[src/rtl/tt_um_hoene_led_pkg.sv]
// Shared types and sizes for the smart-LED frame controller.
package tt_um_hoene_led_pkg;

  typedef enum logic [1:0] {
    IDLE    = 2'd0,
    CAPTURE = 2'd1,
    FORWARD = 2'd2,
    ERROR   = 2'd3
  } led_state_t;

  localparam int FRAME_BITS = 25;
  localparam int PWM_WIDTH  = 8;
  localparam int CNT_WIDTH  = 5;

endpackage

[src/rtl/tt_um_hoene_frame_shifter.sv]
// Capture datapath: MSB-first shift register, running parity and a saturating bit counter.
module tt_um_hoene_frame_shifter
  import tt_um_hoene_led_pkg::*;
#(
  parameter int DATA_BITS = 24
) (
  input  logic                 clk,
  input  logic                 rst,
  input  logic                 clear,
  input  logic                 shift,
  input  logic                 bit_in,
  output logic [CNT_WIDTH-1:0] count,
  output logic [DATA_BITS-1:0] data,
  output logic                 parity_ok
);

  logic parity_acc;

  always_ff @(posedge clk) begin
    if (rst || clear) begin
      count      <= '0;
      data       <= '0;
      parity_acc <= 1'b0;
    end else if (shift) begin
      if (count != {CNT_WIDTH{1'b1}})
        count <= count + 1'b1;
      // Only data bits land in the register; the parity bit is judged, not stored.
      if (count < CNT_WIDTH'(DATA_BITS)) begin
        data       <= {data[DATA_BITS-2:0], bit_in};
        parity_acc <= parity_acc ^ bit_in;
      end
    end
  end

  // Even parity across data plus the incoming parity bit.
  assign parity_ok = ~(parity_acc ^ bit_in);

endmodule

[src/rtl/tt_um_hoene_led_frame_controller.sv]
// Frame controller: captures this LED's RGB frame after sync, then forwards the rest downstream.
module tt_um_hoene_led_frame_controller
  import tt_um_hoene_led_pkg::*;
#(
  parameter int DATA_BITS = 24,
  parameter int PWM_WIDTH = 8
) (
  input  logic                 clk,
  input  logic                 rst,
  input  logic                 in_sync,
  input  logic                 in_clk,
  input  logic                 in_data,
  output logic [PWM_WIDTH-1:0] pwm_r,
  output logic [PWM_WIDTH-1:0] pwm_g,
  output logic [PWM_WIDTH-1:0] pwm_b,
  output logic                 pwm_load,
  output logic                 fwd_clk,
  output logic                 fwd_data,
  output logic                 frame_error,
  output logic [1:0]           state
);

  led_state_t           st;
  logic [CNT_WIDTH-1:0] count;
  logic [DATA_BITS-1:0] data;
  logic                 parity_ok;
  logic                 shift;
  logic                 clear;

  // A strobe coinciding with sync loss is dropped, so shifting requires sync.
  assign shift = (st == CAPTURE) && in_sync && in_clk;
  assign clear = (st == IDLE);

  tt_um_hoene_frame_shifter #(
    .DATA_BITS(DATA_BITS)
  ) u_shifter (
    .clk      (clk),
    .rst      (rst),
    .clear    (clear),
    .shift    (shift),
    .bit_in   (in_data),
    .count    (count),
    .data     (data),
    .parity_ok(parity_ok)
  );

  always_ff @(posedge clk) begin
    if (rst) begin
      st          <= IDLE;
      pwm_r       <= '0;
      pwm_g       <= '0;
      pwm_b       <= '0;
      pwm_load    <= 1'b0;
      fwd_clk     <= 1'b0;
      fwd_data    <= 1'b0;
      frame_error <= 1'b0;
    end else begin
      pwm_load <= 1'b0;
      fwd_clk  <= 1'b0;
      fwd_data <= 1'b0;
      case (st)
        IDLE: begin
          if (in_sync) begin
            st          <= CAPTURE;
            frame_error <= 1'b0;
          end
        end
        CAPTURE: begin
          if (!in_sync) begin
            st <= IDLE;
            if (count != '0)
              frame_error <= 1'b1;
          end else if (in_clk && count == CNT_WIDTH'(DATA_BITS)) begin
            if (parity_ok) begin
              pwm_r    <= data[3*PWM_WIDTH-1:2*PWM_WIDTH];
              pwm_g    <= data[2*PWM_WIDTH-1:PWM_WIDTH];
              pwm_b    <= data[PWM_WIDTH-1:0];
              pwm_load <= 1'b1;
              st       <= FORWARD;
            end else begin
              frame_error <= 1'b1;
              st          <= ERROR;
            end
          end
        end
        FORWARD: begin
          if (!in_sync) begin
            st <= IDLE;
          end else if (in_clk) begin
            fwd_clk  <= 1'b1;
            fwd_data <= in_data;
          end
        end
        ERROR: begin
          if (!in_sync)
            st <= IDLE;
        end
        default: st <= IDLE;
      endcase
    end
  end

  assign state = st;

endmodule

[config.mk]
export PLATFORM = sky130hd
export DESIGN_NAME = tt_um_hoene_led_frame_controller
export DESIGN_NICKNAME = d
export VERILOG_FILES = /design/src/rtl/tt_um_hoene_led_pkg.sv /design/src/rtl/tt_um_hoene_frame_shifter.sv /design/src/rtl/tt_um_hoene_led_frame_controller.sv
export SDC_FILE = /design/constraint.sdc
export NUM_CORES = 1
export LEC_CHECK = 0
export ABC_CLOCK_PERIOD_IN_PS = 4980
export CORE_MARGIN = 2
export CORE_UTILIZATION = 40
export DETAILED_ROUTE_END_ITERATION = 8
export RECOVER_POWER = 50
export SLEW_MARGIN = 10
export SYNTH_ARGS = -nofsm -noshare
export SYNTH_HDL_FRONTEND = slang
export SYNTH_SLANG_ARGS = --single-unit
[constraint.sdc]
create_clock -name clk -period 4.98 [get_ports clk]
set_input_delay 1.245 -clock clk [delete_from_list [all_inputs] [get_ports clk]]
set_output_delay 1.245 -clock clk [all_outputs]
set_load 0.05 [all_outputs]
==> results by group <==
Status
  • Outcome: complete, no violations

STA
  • Slew at the pin with the worst max-slew slack: 982 ps
  • Post-route setup TNS: 0 ps
  • Fmax: 0.302 GHz
  • Final setup fails: 0
  • Rel. slew slack: 34.6%
  • Tmin final: 3320 ps
  • Hold WS: 476 ps
  • Setup Skew: 6.62 ps
  • Slew Viols, Final: 0
  • Worst setup margin: 1660 ps
  • Final count of hold timing violations: 0
  • Period utilization: 66.6%
  • Setup repair after global routing missed its margin: no

Place
  • Gpl congestion: 0.676
  • Post-DP HPWL: 3060 um
  • Count of input and output buffers: 34
  • Placed cell count: 380
  • Place WS: 1650 ps

Hold path
  • Worst Hold Class: reg -> reg
  • HP Start: u_shifter.data[8]

Clock tree
  • Post-CTS Setup Inserts: 0
  • CTS max path bufs: 2
  • CTS root buf: clkbuf_8
  • Hold Buf Count CTS: 0
  • CTS Sinks: 60
  • Clk_lat worst skew: 340 ps
  • CTS clock-pin slew for the worst setup and hold paths: 60 ps
  • Total CTS buffers: 9
  • CTS tree: done
  • Cts repair resizes: 0
  • H-tree Lvls: 3

Layout
  • Commonest non-fill, non-tap cell in the layout: dfxtp_1
  • Post-route insts no fill: 395
  • Share of layout cells above drive strength 1: 16.8%
  • Final core occ: 48.0%
  • Diode count: 0
  • P&R area growth vs syn: 18.2%
  • Layout Nets: 319
  • Fill cell count: 667
  • Most frequent cells in the layout: dfxtp_1, or2b_2, nand3_1, a21oi_1, mux2i_1

Critical path
  • Slowest Stage Delay on Critical Path: 780 ps
  • CP Launch Type: input pin
  • Kind of cell adding the most delay to the critical path: buffers and inverters
  • Setup Crit Path Kind: in -> reg
  • Required @ worst endpoint: 5240 ps
  • CP bufs+invs: 2
  • Worst path arrival time: 3570 ps
  • CP max stage cell: clkbuf_1
  • Critical path endpoint category: register
  • Largest fanout on the critical path: 13
  • CP Launch Point: in_data
  • Crit-path cells: dlygate4sd3_1 -> xor2_1 -> nor4_1 -> clkbuf_1 -> mux2i_1
  • Reg2Reg Launch Point: u_shifter.count[0]

Logic synthesis
  • Post-synth EDFFs: 0
  • Syn Nets: 292
  • Syn Area/Cell: 9.56 um^2
  • Mapped Area: 2710 um^2
  • Post-synth cell types: 36
  • Synthesis Warnings: 0
  • Most used DFF post-synth: dfxtp_1
  • Synthesized instance count: 284
  • Async set-or-reset flop fraction in the synthesized netlist: 0%
  • Synthesized flop and latch total: 60
  • Seq/Total Area, Yosys: 44.3%

Die
  • Ports: 35
  • Starting Density: 40.6%
  • Die ar.: 7460 um^2
  • # rows: 30
  • Die Ht: 86.4 um
  • Width of the die: 86.4 um
  • Core area: 6680 um^2

Route
  • First DRT Iteration DRCs: 175
  • DRT Pass-1 Iters: 4
  • Vias: 2,043
  • Post-DRT Antenna Nets: 0
  • Vias per cell: 5.17
  • Drt total wl: 5120 um
  • WL per Instance: 13.0 um
  • # DRC: 0

Job
  • Max_cap viols: 0

Power
  • Max VDD drop: 0.000122 V
  • Leak pwr: 1.03 nW
  • PwrDens: 278 nW/um^2

Global route
  • Largest net degree at the start of global routing: 55
  • Global-route wire length before repair: 8760 um
  • Grt total ovfl: 0
  • Total GRT Usage: 14.7%
  • Vias in the first global route: 1,898
  • Antenna violations before repair: 0
tightest hold or removal path: stages, from the launching register on:
cell and delay [ps]:
dfxtp_1 320, nand3_1 60, a21oi_1 50
flip-flops by register name, summed over array words and instances (netlist names):
register,flops
pwm_b,8
frame_error,1
u_shifter.parity_acc,1
u_shifter.data,24
pwm_r,8
fwd_data,1
state,2
pwm_g,8
u_shifter.count,5
pwm_load,1
fwd_clk,1
through the flow:
step	instance area, um^2	total power [W]
4_1_cts	3230	0.000906
2_1_floorplan	2710	0.000512
3_5_place_dp	3060	0.000521
6_report	3210	0.000891
5_1_grt	3210	0.000926
3_3_place_gp	3060	0.000521
power breakdown:
part / switching, W / internal [W]
combinational: 0.0000190 / 0.00000846
sequential: 0.00000129 / 0.000481
clock: 0.000178 / 0.000204
cells by family after synthesis:
logic type	count (synthesis)	synth area share, %
xor+xnor	1	0.323
simple gates	103	26.6
mux	26	9.59
fa+ha+maj	3	1.38
flops	60	44.3
buf+inv	28	5.39
compound gates	63	12.4
path summary, 6_finish.rpt:
path | slack [ps] | to | cells after the start
worst min-delay path | 480 | u_shifter.data[9] | 2
worst min register to register | 480 | u_shifter.data[9] | 2
worst max register to register | 2670 | pwm_g[7] | 6
worst max-delay path | 1660 | pwm_g[7] | 5
cells in the mapped netlist (2+ instances only):
| master | n | area, um^2 |
|---|---|---|
| o21ai_1 | 11 | 55.1 |
| or2b_2 | 35 | 307 |
| and4b_1 | 2 | 20.0 |
| buf_6 | 3 | 33.8 |
| inv_1 | 6 | 22.5 |
| buf_2 | 5 | 25.0 |
| a21oi_1 | 29 | 145 |
| nor4_1 | 2 | 12.5 |
| mux2i_1 | 26 | 260 |
| ha_1 | 3 | 37.5 |
| and2_1 | 2 | 12.5 |
| nor2_1 | 3 | 11.3 |
| a31oi_1 | 2 | 12.5 |
| dfxtp_1 | 60 | 1200 |
| nand4b_1 | 2 | 17.5 |
| o21ai_0 | 16 | 80.1 |
| nand2b_1 | 14 | 87.6 |
| nand2_1 | 4 | 15.0 |
| clkbuf_1 | 12 | 45.0 |
| nand3_1 | 29 | 145 |
| or2b_1 | 3 | 22.5 |
per-layer routing:
metal | vias up | track usage (%) | share of wire [%]
met5 | - | 0 | 0
met4 | 0 | 6.82 | 1.8
met1 | 950 | 19.7 | 49
met3 | 10 | 3.43 | 4.2
met2 | 46 | 22.4 | 45
li1 | 1037 | - | -
area by class of cell:
type | count | area (um^2) | share of cell area, %
Multi-Input combinational cell | 196 | 1350 | 42.1
Sequential cell | 60 | 1200 | 37.5
Inverter | 6 | 22.5 | 0.702
Clock inverter | 2 | 10.0 | 0.312
Timing Repair Buffer | 38 | 363 | 11.3
Tap cell | 80 | 100 | 3.12
Clock buffer | 13 | 159 | 4.96
No activity file was read; power rests on OpenSTA's default activity.
